--- src/rtl/cpu24_pkg.sv ---
// Shared definitions for the 24-bit CPU: instruction fields, opcodes and
// the fetch-unit state type.
package cpu24_pkg;

  localparam int INSTR_W = 24;

  localparam int OPC_MSB = 23;
  localparam int OPC_LSB = 20;
  localparam int IMM_MSB = 15;
  localparam int IMM_LSB = 0;

  localparam logic [3:0] OP_ADDI  = 4'b0001;
  localparam logic [3:0] OP_LS    = 4'b0010;
  localparam logic [3:0] OP_SS    = 4'b0011;
  localparam logic [3:0] OP_BEQ   = 4'b0100;
  localparam logic [3:0] OP_RTYPE = 4'b0110;

  typedef enum logic [1:0] {
    IDLE,
    FETCH,
    ISSUE,
    TRAP
  } fetchState_t;

  function automatic logic isLegalOpcode(input logic [3:0] op);
    return (op == OP_ADDI) || (op == OP_LS) || (op == OP_SS) ||
           (op == OP_BEQ)  || (op == OP_RTYPE);
  endfunction

endpackage

--- src/rtl/instr_fetch_unit_if.sv ---
// Instruction-memory port plus the decoder/datapath side of the fetch unit.
interface instr_fetch_unit_if #(
  parameter int ADDR_W = 16
);

  logic                         imemReq;
  logic [ADDR_W-1:0]            imemAddr;
  logic                         imemAck;
  logic [cpu24_pkg::INSTR_W-1:0] imemRdata;
  logic [cpu24_pkg::INSTR_W-1:0] instr;
  logic [3:0]                   opcode;
  logic [ADDR_W-1:0]            pc;
  logic                         instrValid;
  logic                         instrAccept;
  logic                         branch;
  logic                         zero;
  logic                         illegal;
  logic                         busErr;

  modport master (
    output imemReq, imemAddr, instr, opcode, pc, instrValid, illegal, busErr,
    input  imemAck, imemRdata, instrAccept, branch, zero
  );

  modport slave (
    input  imemReq, imemAddr, instr, opcode, pc, instrValid, illegal, busErr,
    output imemAck, imemRdata, instrAccept, branch, zero
  );

endinterface

--- src/rtl/pc_next_calc.sv ---
// Next fetch address: PC + 1, plus the sign-extended immediate when taken.
module pc_next_calc #(
  parameter int ADDR_W = 16
) (
  input  logic [ADDR_W-1:0] pc,
  input  logic [15:0]       imm,
  input  logic              taken,
  output logic [ADDR_W-1:0] nextPc
);

  logic [31:0] immExt;

  // Extension to 32 bits then truncation covers both wider and narrower PCs.
  assign immExt = {{16{imm[15]}}, imm};
  assign nextPc = pc + ADDR_W'(1) + (taken ? immExt[ADDR_W-1:0] : {ADDR_W{1'b0}});

endmodule

--- src/rtl/instr_fetch_unit.sv ---
// Fetch FSM: requests a word, checks its opcode, holds it until the datapath
// accepts it, then redirects the PC; traps on illegal opcodes or ACK timeout.
module instr_fetch_unit
  import cpu24_pkg::*;
#(
  parameter int              ADDR_W   = 16,
  parameter logic [ADDR_W-1:0] RESET_PC = '0,
  parameter int              TIMEOUT  = 15
) (
  input  logic               clk,
  input  logic               rst_n,
  input  logic               en,
  instr_fetch_unit_if.master bus
);

  fetchState_t          stateReg;
  logic [ADDR_W-1:0]    fetchPcReg;
  logic [ADDR_W-1:0]    pcReg;
  logic [INSTR_W-1:0]   instrReg;
  logic                 reqReg;
  logic                 validReg;
  logic                 illegalReg;
  logic                 busErrReg;
  logic [7:0]           waitCntReg;
  logic [ADDR_W-1:0]    nextPc;

  pc_next_calc #(.ADDR_W(ADDR_W)) uNextPc (
    .pc     (pcReg),
    .imm    (instrReg[IMM_MSB:IMM_LSB]),
    .taken  (bus.branch & bus.zero),
    .nextPc (nextPc)
  );

  always_ff @(posedge clk or negedge rst_n) begin
    if (!rst_n) begin
      stateReg   <= IDLE;
      fetchPcReg <= RESET_PC;
      pcReg      <= RESET_PC;
      instrReg   <= '0;
      reqReg     <= 1'b0;
      validReg   <= 1'b0;
      illegalReg <= 1'b0;
      busErrReg  <= 1'b0;
      waitCntReg <= '0;
    end else begin
      case (stateReg)
        IDLE: begin
          if (en) begin
            stateReg   <= FETCH;
            reqReg     <= 1'b1;
            waitCntReg <= '0;
          end
        end
        FETCH: begin
          if (bus.imemAck) begin
            instrReg   <= bus.imemRdata;
            pcReg      <= fetchPcReg;
            waitCntReg <= '0;
            reqReg     <= 1'b0;
            if (isLegalOpcode(bus.imemRdata[OPC_MSB:OPC_LSB])) begin
              stateReg <= ISSUE;
              validReg <= 1'b1;
            end else begin
              stateReg   <= TRAP;
              illegalReg <= 1'b1;
            end
          end else begin
            waitCntReg <= waitCntReg + 8'd1;
            // Last allowed waiting cycle passed without ACK.
            if (waitCntReg == 8'(TIMEOUT - 1)) begin
              stateReg  <= TRAP;
              reqReg    <= 1'b0;
              busErrReg <= 1'b1;
              pcReg     <= fetchPcReg;
            end
          end
        end
        ISSUE: begin
          if (bus.instrAccept) begin
            validReg   <= 1'b0;
            fetchPcReg <= nextPc;
            if (en) begin
              stateReg <= FETCH;
              reqReg   <= 1'b1;
            end else begin
              stateReg <= IDLE;
            end
          end
        end
        TRAP:    stateReg <= TRAP;
        default: stateReg <= IDLE;
      endcase
    end
  end

  assign bus.imemReq    = reqReg;
  assign bus.imemAddr   = fetchPcReg;
  assign bus.instr      = instrReg;
  assign bus.opcode     = instrReg[OPC_MSB:OPC_LSB];
  assign bus.pc         = pcReg;
  assign bus.instrValid = validReg;
  assign bus.illegal    = illegalReg;
  assign bus.busErr     = busErrReg;

endmodule

--- src/flat_wrapper.sv ---
// flat-port wrapper written by rule: the top's interface ports become plain ports
module instr_fetch_unit_flat import cpu24_pkg::*;
#(
  parameter int              ADDR_W   = 16,
  parameter logic [ADDR_W-1:0] RESET_PC = '0,
  parameter int              TIMEOUT  = 15
)
  (clk, rst_n, en, bus_imemReq, bus_imemAddr, bus_instr, bus_opcode, bus_pc, bus_instrValid, bus_illegal, bus_busErr, bus_imemAck, bus_imemRdata, bus_instrAccept, bus_branch, bus_zero);
  instr_fetch_unit_if #(.ADDR_W(ADDR_W)) bus_i ();
  input  logic clk;
  input  logic rst_n;
  input  logic en;
  output wire logic [$bits(bus_i.imemReq)-1:0] bus_imemReq;
  output wire logic [$bits(bus_i.imemAddr)-1:0] bus_imemAddr;
  output wire logic [$bits(bus_i.instr)-1:0] bus_instr;
  output wire logic [$bits(bus_i.opcode)-1:0] bus_opcode;
  output wire logic [$bits(bus_i.pc)-1:0] bus_pc;
  output wire logic [$bits(bus_i.instrValid)-1:0] bus_instrValid;
  output wire logic [$bits(bus_i.illegal)-1:0] bus_illegal;
  output wire logic [$bits(bus_i.busErr)-1:0] bus_busErr;
  input wire logic [$bits(bus_i.imemAck)-1:0] bus_imemAck;
  input wire logic [$bits(bus_i.imemRdata)-1:0] bus_imemRdata;
  input wire logic [$bits(bus_i.instrAccept)-1:0] bus_instrAccept;
  input wire logic [$bits(bus_i.branch)-1:0] bus_branch;
  input wire logic [$bits(bus_i.zero)-1:0] bus_zero;
  assign bus_imemReq = bus_i.imemReq;
  assign bus_imemAddr = bus_i.imemAddr;
  assign bus_instr = bus_i.instr;
  assign bus_opcode = bus_i.opcode;
  assign bus_pc = bus_i.pc;
  assign bus_instrValid = bus_i.instrValid;
  assign bus_illegal = bus_i.illegal;
  assign bus_busErr = bus_i.busErr;
  assign bus_i.imemAck = bus_imemAck;
  assign bus_i.imemRdata = bus_imemRdata;
  assign bus_i.instrAccept = bus_instrAccept;
  assign bus_i.branch = bus_branch;
  assign bus_i.zero = bus_zero;
  instr_fetch_unit #(.ADDR_W(ADDR_W), .RESET_PC(RESET_PC), .TIMEOUT(TIMEOUT)) u_core (.clk(clk), .rst_n(rst_n), .en(en), .bus(bus_i));
endmodule
--- config.mk ---
export PLATFORM = sky130hd
export DESIGN_NAME = instr_fetch_unit_flat
export DESIGN_NICKNAME = d
export VERILOG_FILES = /design/src/rtl/cpu24_pkg.sv /design/src/rtl/instr_fetch_unit_if.sv /design/src/rtl/pc_next_calc.sv /design/src/rtl/instr_fetch_unit.sv /design/src/flat_wrapper.sv
export SDC_FILE = /design/constraint.sdc
export NUM_CORES = 1
export LEC_CHECK = 0
export ABC_AREA = 1
export ABC_CLOCK_PERIOD_IN_PS = 3810
export BUFFER_PORTS_ARGS = -buffer_cell sky130_fd_sc_hd__buf_2
export CAP_MARGIN = 20
export CORE_MARGIN = 2
export CORE_UTILIZATION = 55
export DETAILED_ROUTE_END_ITERATION = 7
export HOLD_SLACK_MARGIN = 0.1
export PLACE_DENSITY = 0.86
export SLEW_MARGIN = 15
export SYNTH_ARGS = -nofsm -noshare
export SYNTH_HDL_FRONTEND = slang
export SYNTH_HIERARCHICAL = 1
export SYNTH_SLANG_ARGS = --single-unit
--- constraint.sdc ---
create_clock -name clk -period 3.81 [get_ports clk]
set_input_delay 0.1905 -clock clk [delete_from_list [all_inputs] [get_ports clk]]
set_output_delay 0.1905 -clock clk [all_outputs]
set_load 0.05 [all_outputs]
==> results_dict.tcl, run 1 <==
set metrics [dict create \
    hold_class "primary input to flip-flop" \
    tightest_slew_ns 0.894 \
    cts.sinks 70 \
    worst-path-max-fanout 28 \
    ctsResizeCount 0 \
    cts_max_path_buffers 2 \
    grt_pass1_wl_um 18500 \
    path_class "flip-flop to flip-flop" \
    cts_tree "done" \
    postCtsSetupBuffers 0 \
    max-slew-margin-rel 0.404 \
    final_max_slew_viol_count 0 \
    path_clk_slew_ns 0.08 \
    crit_end "u_core/bus.illegal" \
    ios 95 \
    via_count 3956 \
    fin_crit_sh 0.569 \
    p_leak_nw 3.10 \
    rows 31 \
    ys_ff_latch 70 \
    cts_root_buf "clkbuf_8" \
    dp.cells 741 \
    rrSetupSlack_ns 1.64 \
    startpoint_type "flip-flop" \
    worst_slack_ns 1.64 \
    r2r-end "u_core/bus.illegal" \
    die_h_um 90.5 \
    final_cell_mix "nand2_1, buf_2, dfrtp_1" \
    via_per_inst 5.07 \
    rsz0062_at_grt "false" \
    first_iter_violations 222 \
    reg2reg_from "u_core/stateReg[1]" \
    gr-total-overflow 0 \
    fin_cells 780 \
    max_freq_ghz 0.461 \
    syn-num-nets 612 \
    fin_hold_ws_ns 0.154 \
    syn-cell-area_mm2 0.00412 \
    drc 0 \
    crit_path_start "u_core/stateReg[1]" \
    nNetsFinal 725 \
    antennaDiodeCount 0 \
    yosysSeqAreaShare 0.426 \
    antenna_found_initial 0 \
    period_needed_ns 2.17 \
    die_w_um 90.5 \
    portBuffers 94 \
    wl_per_cell_um 13.8 \
    skew_ns 0.0118 \
    nFillCells 616 \
    fp.dieArea_mm2 0.00819 \
    area_growth_pct 23.1 \
    arrival_ns 2.46 \
    synthCells 563 \
    preCtsSetupSlack_ns 1.68 \
    clk_latency_ns 0.35 \
    crit_path_end_kind "flip-flop" \
    ys_warn_count 6 \
    irDropWorstVdd_uv 618 \
    start_util 0.567 \
    setup_tns_ns 0 \
    placeableCoreArea_mm2 0.00725 \
    grt_usage 0.280 \
    r2r_cells 6 \
    cap_violations 0 \
    setup_viol 0 \
    post-dp-hpwl_um 7570 \
    antenna_left 0 \
    syn_avg_cell_area_um2 7.31 \
    numCtsBuffers 9 \
    ctsHoldBuffers 23 \
    finalHoldViolations 0 \
    gp_congestion 0.899 \
    wl_um 10700 \
    required_ns 4.10 \
    synth.distinct_cells 35 \
    outcome "completed" \
    grt_pass1_vias 3949 \
    grt_max_degree 41 \
    cts_max_level 3 \
    power.density_mw_per_mm2 907 \
    first_pass_iters 5 \
    drive_gt1_frac 0.220 \
    final_common_cell "nand2_1" \
]
-- power breakdown --
part	internal (W)	switching, W	leakage, nW	total, W
clock	0.000371	0.000303	0.106	0.000673
combinational	0.000614	0.00197	2.09	0.00258
sequential	0.00106	0.000283	0.902	0.00134
-- synthesized netlist by cell type --
cell | n | share of area
nand2_1 | 267 | 0.24
dfrtp_1 | 70 | 0.43
inv_1 | 65 | 0.059
nand3_1 | 35 | 0.043
ha_1 | 17 | 0.052
nor2_1 | 14 | 0.013
a21oi_1 | 12 | 0.015
inv_2 | 11 | 0.010
nand2_2 | 11 | 0.017
buf_2 | 8 | 0.0097
nand4_1 | 7 | 0.011
xor2_1 | 6 | 0.013
buf_4 | 5 | 0.0091
nand2_4 | 3 | 0.0082
nor3_2 | 3 | 0.0073
o21ai_0 | 3 | 0.0036
o21ai_1 | 3 | 0.0036
a21oi_2 | 2 | 0.0043
buf_6 | 2 | 0.0055
nor2_2 | 2 | 0.0030
or2_1 | 2 | 0.0030
xnor2_1 | 2 | 0.0043
and2_4 | 1 | 0.0021
clkbuf_1 | 1 | 0.00091
fa_1 | 1 | 0.0049
nand2_8 | 1 | 0.0049
nand3_2 | 1 | 0.0024
nand3b_1 | 1 | 0.0018
nor2_4 | 1 | 0.0027
nor3_4 | 1 | 0.0040
o21a_1 | 1 | 0.0018
o21bai_1 | 1 | 0.0018
o31ai_1 | 1 | 0.0018
or2_4 | 1 | 0.0021
xor2_4 | 1 | 0.0067
-- state kept, by name, summed over array words and instances (netlist names), 2 cells and up --
name and count:
u_core/bus.imemAddr 16, u_core/bus.instr 24, u_core/bus.pc 16, u_core/stateReg 2, u_core/waitCntReg 8
-- worst max-delay path: stages (launching register included) --
cell	delay (ns)
dfrtp_1	0.42
inv_2	0.10
nand2_1	0.11
nor2_2	0.70
inv_2	0.42
a21oi_1	0.23
or2_1	0.12
-- layer usage --
metal	track usage	routed length (um)
met5	0	0
met4	0.140	422
met3	0.0409	530
met2	0.474	5400
met1	0.349	4380
-- per-stage QoR --
step                utilization  total power (W)  instance area, um^2
global placement          0.636          0.00382                 4610
finish                    0.698          0.00459                 5060
detailed placement        0.636          0.00389                 4610
CTS                       0.698          0.00459                 5060
global route              0.698          0.00487                 5060
floorplan                     -          0.00330                 4120
-- worst min path at each step --
stage | depth (start not counted) | startpoint | slack, ns | end
finish | 3 | bus_imemRdata[22] | 0.15 | u_core/bus.instr[22]
global route | 3 | bus_imemRdata[21] | 0.14 | u_core/bus.instr[21]
CTS | 3 | bus_imemRdata[22] | 0.12 | u_core/bus.instr[22]
detailed placement | 1 | rst_n | 0.36 | u_core/waitCntReg[6]
global placement | 1 | rst_n | 0.36 | u_core/waitCntReg[6]
floorplan | 0 | rst_n | -0.11 | u_core/bus.busErr
-- cell families (layout without fill, tap and decap cells) --
| logic type | after synthesis | count (layout) | synth area share |
|---|---|---|---|
| AO/OA/AOI/OAI | 23 | 23 | 0.0316 |
| XOR/XNOR | 9 | 9 | 0.0237 |
| adder cells (fa/ha/maj) | 18 | 18 | 0.0566 |
| buffers and inverters | 92 | 210 | 0.0946 |
| flip-flops | 70 | 70 | 0.426 |
| AND/OR/NAND/NOR | 351 | 351 | 0.368 |
-- area by class of cell --
type / count / area [um^2] / area share
multi-input combinational: 401 / 1970 / 0.390
tap: 99 / 124 / 0.0245
clock buffer: 9 / 124 / 0.0245
clock inverter: 7 / 97.6 / 0.0193
timing repair buffer: 118 / 708 / 0.140
inverter: 76 / 285 / 0.0563
sequential: 70 / 1750 / 0.346
Note: power is estimated with default switching activity, not from simulation.
==> inputs of run 2 (changes only) <==
--- a/config.mk
+++ b/config.mk
@@ -6,14 +6,14 @@
 export NUM_CORES = 1
 export LEC_CHECK = 0
 export ABC_AREA = 1
-export ABC_CLOCK_PERIOD_IN_PS = 3810
+export ABC_CLOCK_PERIOD_IN_PS = 2100
 export BUFFER_PORTS_ARGS = -buffer_cell sky130_fd_sc_hd__buf_2
 export CAP_MARGIN = 20
 export CORE_MARGIN = 2
-export CORE_UTILIZATION = 55
+export CORE_UTILIZATION = 54
 export DETAILED_ROUTE_END_ITERATION = 7
 export HOLD_SLACK_MARGIN = 0.1
-export PLACE_DENSITY = 0.86
+export PLACE_DENSITY = 0.85
 export SLEW_MARGIN = 15
 export SYNTH_ARGS = -nofsm -noshare
 export SYNTH_HDL_FRONTEND = slang
==> constraint.sdc (replaced) <==
create_clock -name clk -period 2.1 [get_ports clk]
set_input_delay 0.105 -clock clk [delete_from_list [all_inputs] [get_ports clk]]
set_output_delay 0.105 -clock clk [all_outputs]
set_load 0.05 [all_outputs]
==> run 2 against run 1 <==
Effect of this change: core utilization up 0.11 points; critical path type unchanged; via count down 0.25%; critical path depth up 8.
==> results_dict.tcl, run 2 (synthesis results as in run 1) <==
set metrics [dict create \
    first_iter_violations 219 \
    drive_gt1_frac 0.223 \
    placeableCoreArea_mm2 0.00733 \
    hold_class "primary input to flip-flop" \
    area_growth_pct 24.6 \
    grt_pass1_wl_um 18100 \
    wl_um 10800 \
    nNetsFinal 732 \
    antenna_found_initial 0 \
    cts_max_level 3 \
    highest_layer "met4" \
    rsz0062_at_grt "false" \
    grt_pass1_vias 3955 \
    cts_max_path_buffers 2 \
    required_ns 2.34 \
    arrival_ns 2.14 \
    gr-total-overflow 0 \
    final_common_cell "nand2_1" \
    dr_wl_met2_um 5690 \
    irDropWorstVdd_uv 993 \
    period_needed_ns 1.90 \
    setup_tns_ns 0 \
    via_count 3946 \
    rows 31 \
    cpPeakStageDelay_ns 0.43 \
    max-slew-margin-rel 0.696 \
    seqPwrFrac 0.294 \
    post-route-util 0.699 \
    crit_slowest_cell "dfrtp_1" \
    numCtsBuffers 9 \
    fp.dieArea_mm2 0.00833 \
    worstHoldStart "bus_instrAccept" \
    crit_top_cell "nand2_1" \
    skew_ns 0.00983 \
    first_pass_iters 4 \
    p_int_w 0.00373 \
    drc 0 \
    start_util 0.561 \
    path_class "flip-flop to flip-flop" \
    ios 95 \
    grt_usage 0.271 \
    portBuffers 94 \
    setup_viol 0 \
    path_delay_family "simple AND/OR/NAND/NOR gates" \
    wl_met3_um 566 \
    startpoint_type "flip-flop" \
    preCtsSetupSlack_ns 0.142 \
    outcome "completed" \
    met1_length_um 4370 \
    antennaDiodeCount 0 \
    max_freq_ghz 0.526 \
    largest_register_ffs 24 \
    gp_congestion 0.949 \
    fin_crit_sh 0.905 \
    crit_path_end_kind "flip-flop" \
    swShare 0.552 \
    crit_chain "nand2_1, ha_1, inv_2, fa_1, nand2_1, nand2_1, nand3b_1, nand2_2, nand2_1, nand2_1, nand2_1, nand2_1, nand2_1, nand2_1" \
    power.density_mw_per_mm2 1630 \
    crit_path_start "u_core/bus.instr[0]" \
    final_max_slew_viol_count 0 \
    p_sw_w 0.00461 \
    path_clk_slew_ns 0.08 \
    final_cell_mix "nand2_1, buf_2, dfrtp_1" \
    worst-path-max-fanout 3 \
    tightest_slew_ns 0.456 \
    worst_slack_ns 0.199 \
    post-dp-hpwl_um 7490 \
    pwr-share-clk 0.141 \
    antenna_left 0 \
    clk_latency_ns 0.34 \
    postCtsSetupBuffers 0 \
    cts_tree "done" \
    die_h_um 91.3 \
    comb_power_share 0.565 \
    wl_per_cell_um 13.8 \
    crit_buf_inv 1 \
    cts_root_buf "clkbuf_8" \
    reg2reg_from "u_core/bus.instr[0]" \
    via_per_inst 5.02 \
    cap_violations 0 \
    finalHoldViolations 0 \
    p_leak_nw 3.14 \
    die_w_um 91.3 \
    grt_max_degree 71 \
    cts.sinks 70 \
]
-- run 2: metrics by stage --
| step | std cells | power [W] | hold slack, ns | area (um^2) |
|---|---|---|---|---|
| final | 786 | 0.00834 | 0.113 | 5130 |
| after global routing | 786 | 0.00881 | 0.141 | 5130 |
| after CTS | 786 | 0.00833 | 0.103 | 5130 |
| after detailed placement | 745 | 0.00710 | 0.159 | 4660 |
| after global placement | 745 | 0.00699 | 0.155 | 4660 |
| after floorplan | 563 | 0.00599 | -0.191 | 4120 |
-- run 2: timing repair --
action / CTS / global route
gates resized for setup: 0 / 0
hold buffers: 26 / 0
endpoints found under the hold margin: 96 / 0
-- run 2: final cells by class --
class | instances | area (um^2)
fillers | 574 | 2200
inverters | 76 | 285
well taps | 99 | 124
clock buffers | 9 | 124
clock inverters | 6 | 87.6
flip-flops and latches | 70 | 1750
repair buffers | 125 | 781
multi-input cells | 401 | 1970
-- run 2: worst paths after layout --
| path | end | slack [ns] | cells after the start |
|---|---|---|---|
| worst max-delay path | u_core/bus.imemAddr[14] | 0.20 | 14 |
| worst min-delay path | u_core/stateReg[1] | 0.11 | 4 |
| worst max register to register | u_core/bus.imemAddr[14] | 0.20 | 14 |
| worst min register to register | u_core/bus.instr[19] | 0.47 | 2 |
| max in group asynchronous | u_core/bus.imemAddr[11] | 1.50 | 3 |
| min in group asynchronous | u_core/waitCntReg[1] | 0.31 | 3 |
-- run 2: worst min-delay path, stage by stage --
cell and delay (ns):
buf_2 0.11, inv_1 0.04, nand2_1 0.09, nand2_1 0.07
-- run 2: routing by layer --
metal / GRT usage / up-vias
li1: - / 1951
met1: 0.323 / 1834
met2: 0.492 / 143
met3: 0.0581 / 18
met4: 0.0783 / 0
met5: 0 / -
-- run 2: power groups by stage --
stage                     clock network (W)  logic [W]  registers [W]
after detailed placement                  0    0.00464        0.00246
final                               0.00118    0.00471        0.00245
after CTS                           0.00119    0.00469        0.00244
after floorplan                           0    0.00180        0.00419
after global placement                    0    0.00455        0.00244
after global routing                0.00126    0.00502        0.00253
==> inputs of run 3 (changes only) <==
--- a/config.mk
+++ b/config.mk
@@ -9,11 +9,11 @@
 export ABC_CLOCK_PERIOD_IN_PS = 2100
 export BUFFER_PORTS_ARGS = -buffer_cell sky130_fd_sc_hd__buf_2
 export CAP_MARGIN = 20
-export CORE_MARGIN = 2
+export CORE_MARGIN = 5
 export CORE_UTILIZATION = 54
 export DETAILED_ROUTE_END_ITERATION = 7
 export HOLD_SLACK_MARGIN = 0.1
-export PLACE_DENSITY = 0.85
+export PLACE_DENSITY = 0.8
 export SLEW_MARGIN = 15
 export SYNTH_ARGS = -nofsm -noshare
 export SYNTH_HDL_FRONTEND = slang
==> run 3 against run 2 <==
Effect of this change: sequential cell count did not move; maximum frequency increased by 0.17%; routed wire length fell by 2.6%; clock skew barely moved; count of clock-buffer cells in the layout grew 2; combinational power about the same; worst setup slack better by 0.0032 ns; critical path depth decreased by 2; cell count is 0.51% higher; core utilization down 0.051 points; worst hold slack better by 0.061 ns; non-clock buffer count rose by 2.
==> results_dict.tcl, run 3 (synthesis results as in run 1) <==
set metrics [dict create \
    max-slew-margin-rel 0.682 \
    gp_congestion 0.892 \
    cts_tree "done" \
    power.density_mw_per_mm2 1610 \
    rows 31 \
    rsz0062_at_grt "false" \
    fin_crit_sh 0.904 \
    hold_class "primary input to flip-flop" \
    wl_per_cell_um 13.3 \
    cap_violations 0 \
    drc 0 \
    post-dp-hpwl_um 7540 \
    swShare 0.557 \
    period_needed_ns 1.90 \
    die_h_um 97.3 \
    hold_depth 5 \
    numCtsBuffers 9 \
    ctsResizeCount 0 \
    first_pass_iters 4 \
    grt_pass1_wl_um 18300 \
    max_freq_ghz 0.527 \
    pwr-share-clk 0.134 \
    r2r_cells 12 \
    postCtsSetupBuffers 0 \
    irDropWorstVdd_uv 1100 \
    setup_tns_ns 0 \
    p_sw_w 0.00459 \
    final_cell_mix "nand2_1, buf_2, dfrtp_1" \
    via_count 3916 \
    outcome "completed" \
    skew_ns 0.00938 \
    required_ns 2.34 \
    finalHoldViolations 0 \
    startpoint_type "flip-flop" \
    drive_gt1_frac 0.223 \
    largest_register_ffs 24 \
    via_per_inst 4.96 \
    p_int_w 0.00365 \
    finalPower_w 0.00824 \
    cts_max_path_buffers 2 \
    antenna_left 0 \
    cts_root_buf "clkbuf_8" \
    seqPwrFrac 0.298 \
    path_clk_slew_ns 0.07 \
    final_common_cell "nand2_1" \
    final_max_slew_viol_count 0 \
    tightest_slew_ns 0.478 \
    worst-path-max-fanout 3 \
    p_leak_nw 3.13 \
    placeableCoreArea_mm2 0.00733 \
    die_w_um 97.3 \
    arrival_ns 2.14 \
    comb_power_share 0.568 \
    grt_pass1_vias 3959 \
    cts.sinks 70 \
    area_growth_pct 24.5 \
    grt_max_degree 29 \
    gr-total-overflow 0 \
    clk_latency_ns 0.35 \
    path_class "flip-flop to flip-flop" \
    ctsHoldBuffers 27 \
    antenna_found_initial 1 \
    ios 95 \
    fp.dieArea_mm2 0.00947 \
    portBuffers 94 \
    cts_max_level 3 \
    nFillCells 596 \
    wl_um 10500 \
    grt_usage 0.235 \
    first_iter_violations 195 \
    setup_viol 0 \
    nNetsFinal 734 \
    crit_path_end_kind "flip-flop" \
    start_util 0.561 \
]
-- run 3: worst paths after layout --
kind | startpoint | to | slack, ns
worst max-delay path | u_core/bus.instr[0] | u_core/bus.imemAddr[8] | 0.20
worst min register to register | u_core/bus.instr[19] | u_core/bus.instr[19] | 0.48
max in group asynchronous | rst_n | u_core/bus.imemAddr[8] | 1.14
min in group asynchronous | rst_n | u_core/waitCntReg[2] | 0.24
worst max register to register | u_core/bus.instr[0] | u_core/bus.imemAddr[8] | 0.20
worst min-delay path | en | u_core/bus.imemReq | 0.17
-- run 3: layout make-up --
cell class                 count  area, um^2  area share
tap                           99         124      0.0242
timing repair buffer         127         786       0.153
clock buffer                  11         141      0.0276
inverter                      76         285      0.0557
multi-input combinational    401        1970       0.385
sequential                    70        1750       0.342
clock inverter                 5        58.8      0.0115
antenna                        1        2.50    0.000488
-- run 3: stage by stage --
| step | instance area, um^2 | util | std cells | hold slack, ns | setup WS, ns |
|---|---|---|---|---|---|
| 2_1_floorplan | 4120 | - | 563 | -0.191 | 0.120 |
| 3_3_place_gp | 4650 | 0.634 | 746 | 0.0911 | 0.185 |
| 3_5_place_dp | 4650 | 0.634 | 746 | 0.0908 | 0.112 |
| 4_1_cts | 5120 | 0.699 | 789 | 0.150 | 0.206 |
| 5_1_grt | 5120 | 0.699 | 790 | 0.187 | 0.000930 |
| 6_report | 5120 | 0.699 | 790 | 0.174 | 0.202 |
-- run 3: power by group through the flow --
stage	registers [W]	clock network [W]	logic (W)
3_5_place_dp	0.00246	0	0.00464
5_1_grt	0.00253	0.00119	0.00505
2_1_floorplan	0.00419	0	0.00180
6_report	0.00245	0.00111	0.00468
3_3_place_gp	0.00245	0	0.00458
4_1_cts	0.00244	0.00113	0.00469
-- run 3: layer usage --
| layer | GRT usage | share of wire | vias up |
|---|---|---|---|
| met5 | 0 | 0 | - |
| met4 | 0.0809 | 0.018 | 0 |
| met3 | 0.0574 | 0.070 | 16 |
| met2 | 0.401 | 0.50 | 126 |
| met1 | 0.291 | 0.41 | 1819 |
| li1 | - | - | 1955 |
-- run 3: critical path: stages (launching register included) --
cell and delay, ns:
dfrtp_1 0.42, nand2_1 0.09, ha_1 0.16, inv_2 0.04
fa_1 0.39, nand2_1 0.08, nand2_1 0.08, and2_4 0.16
nand2_1 0.05, nand2_1 0.06, xor2_1 0.14, nand2_1 0.07
nand2_1 0.04
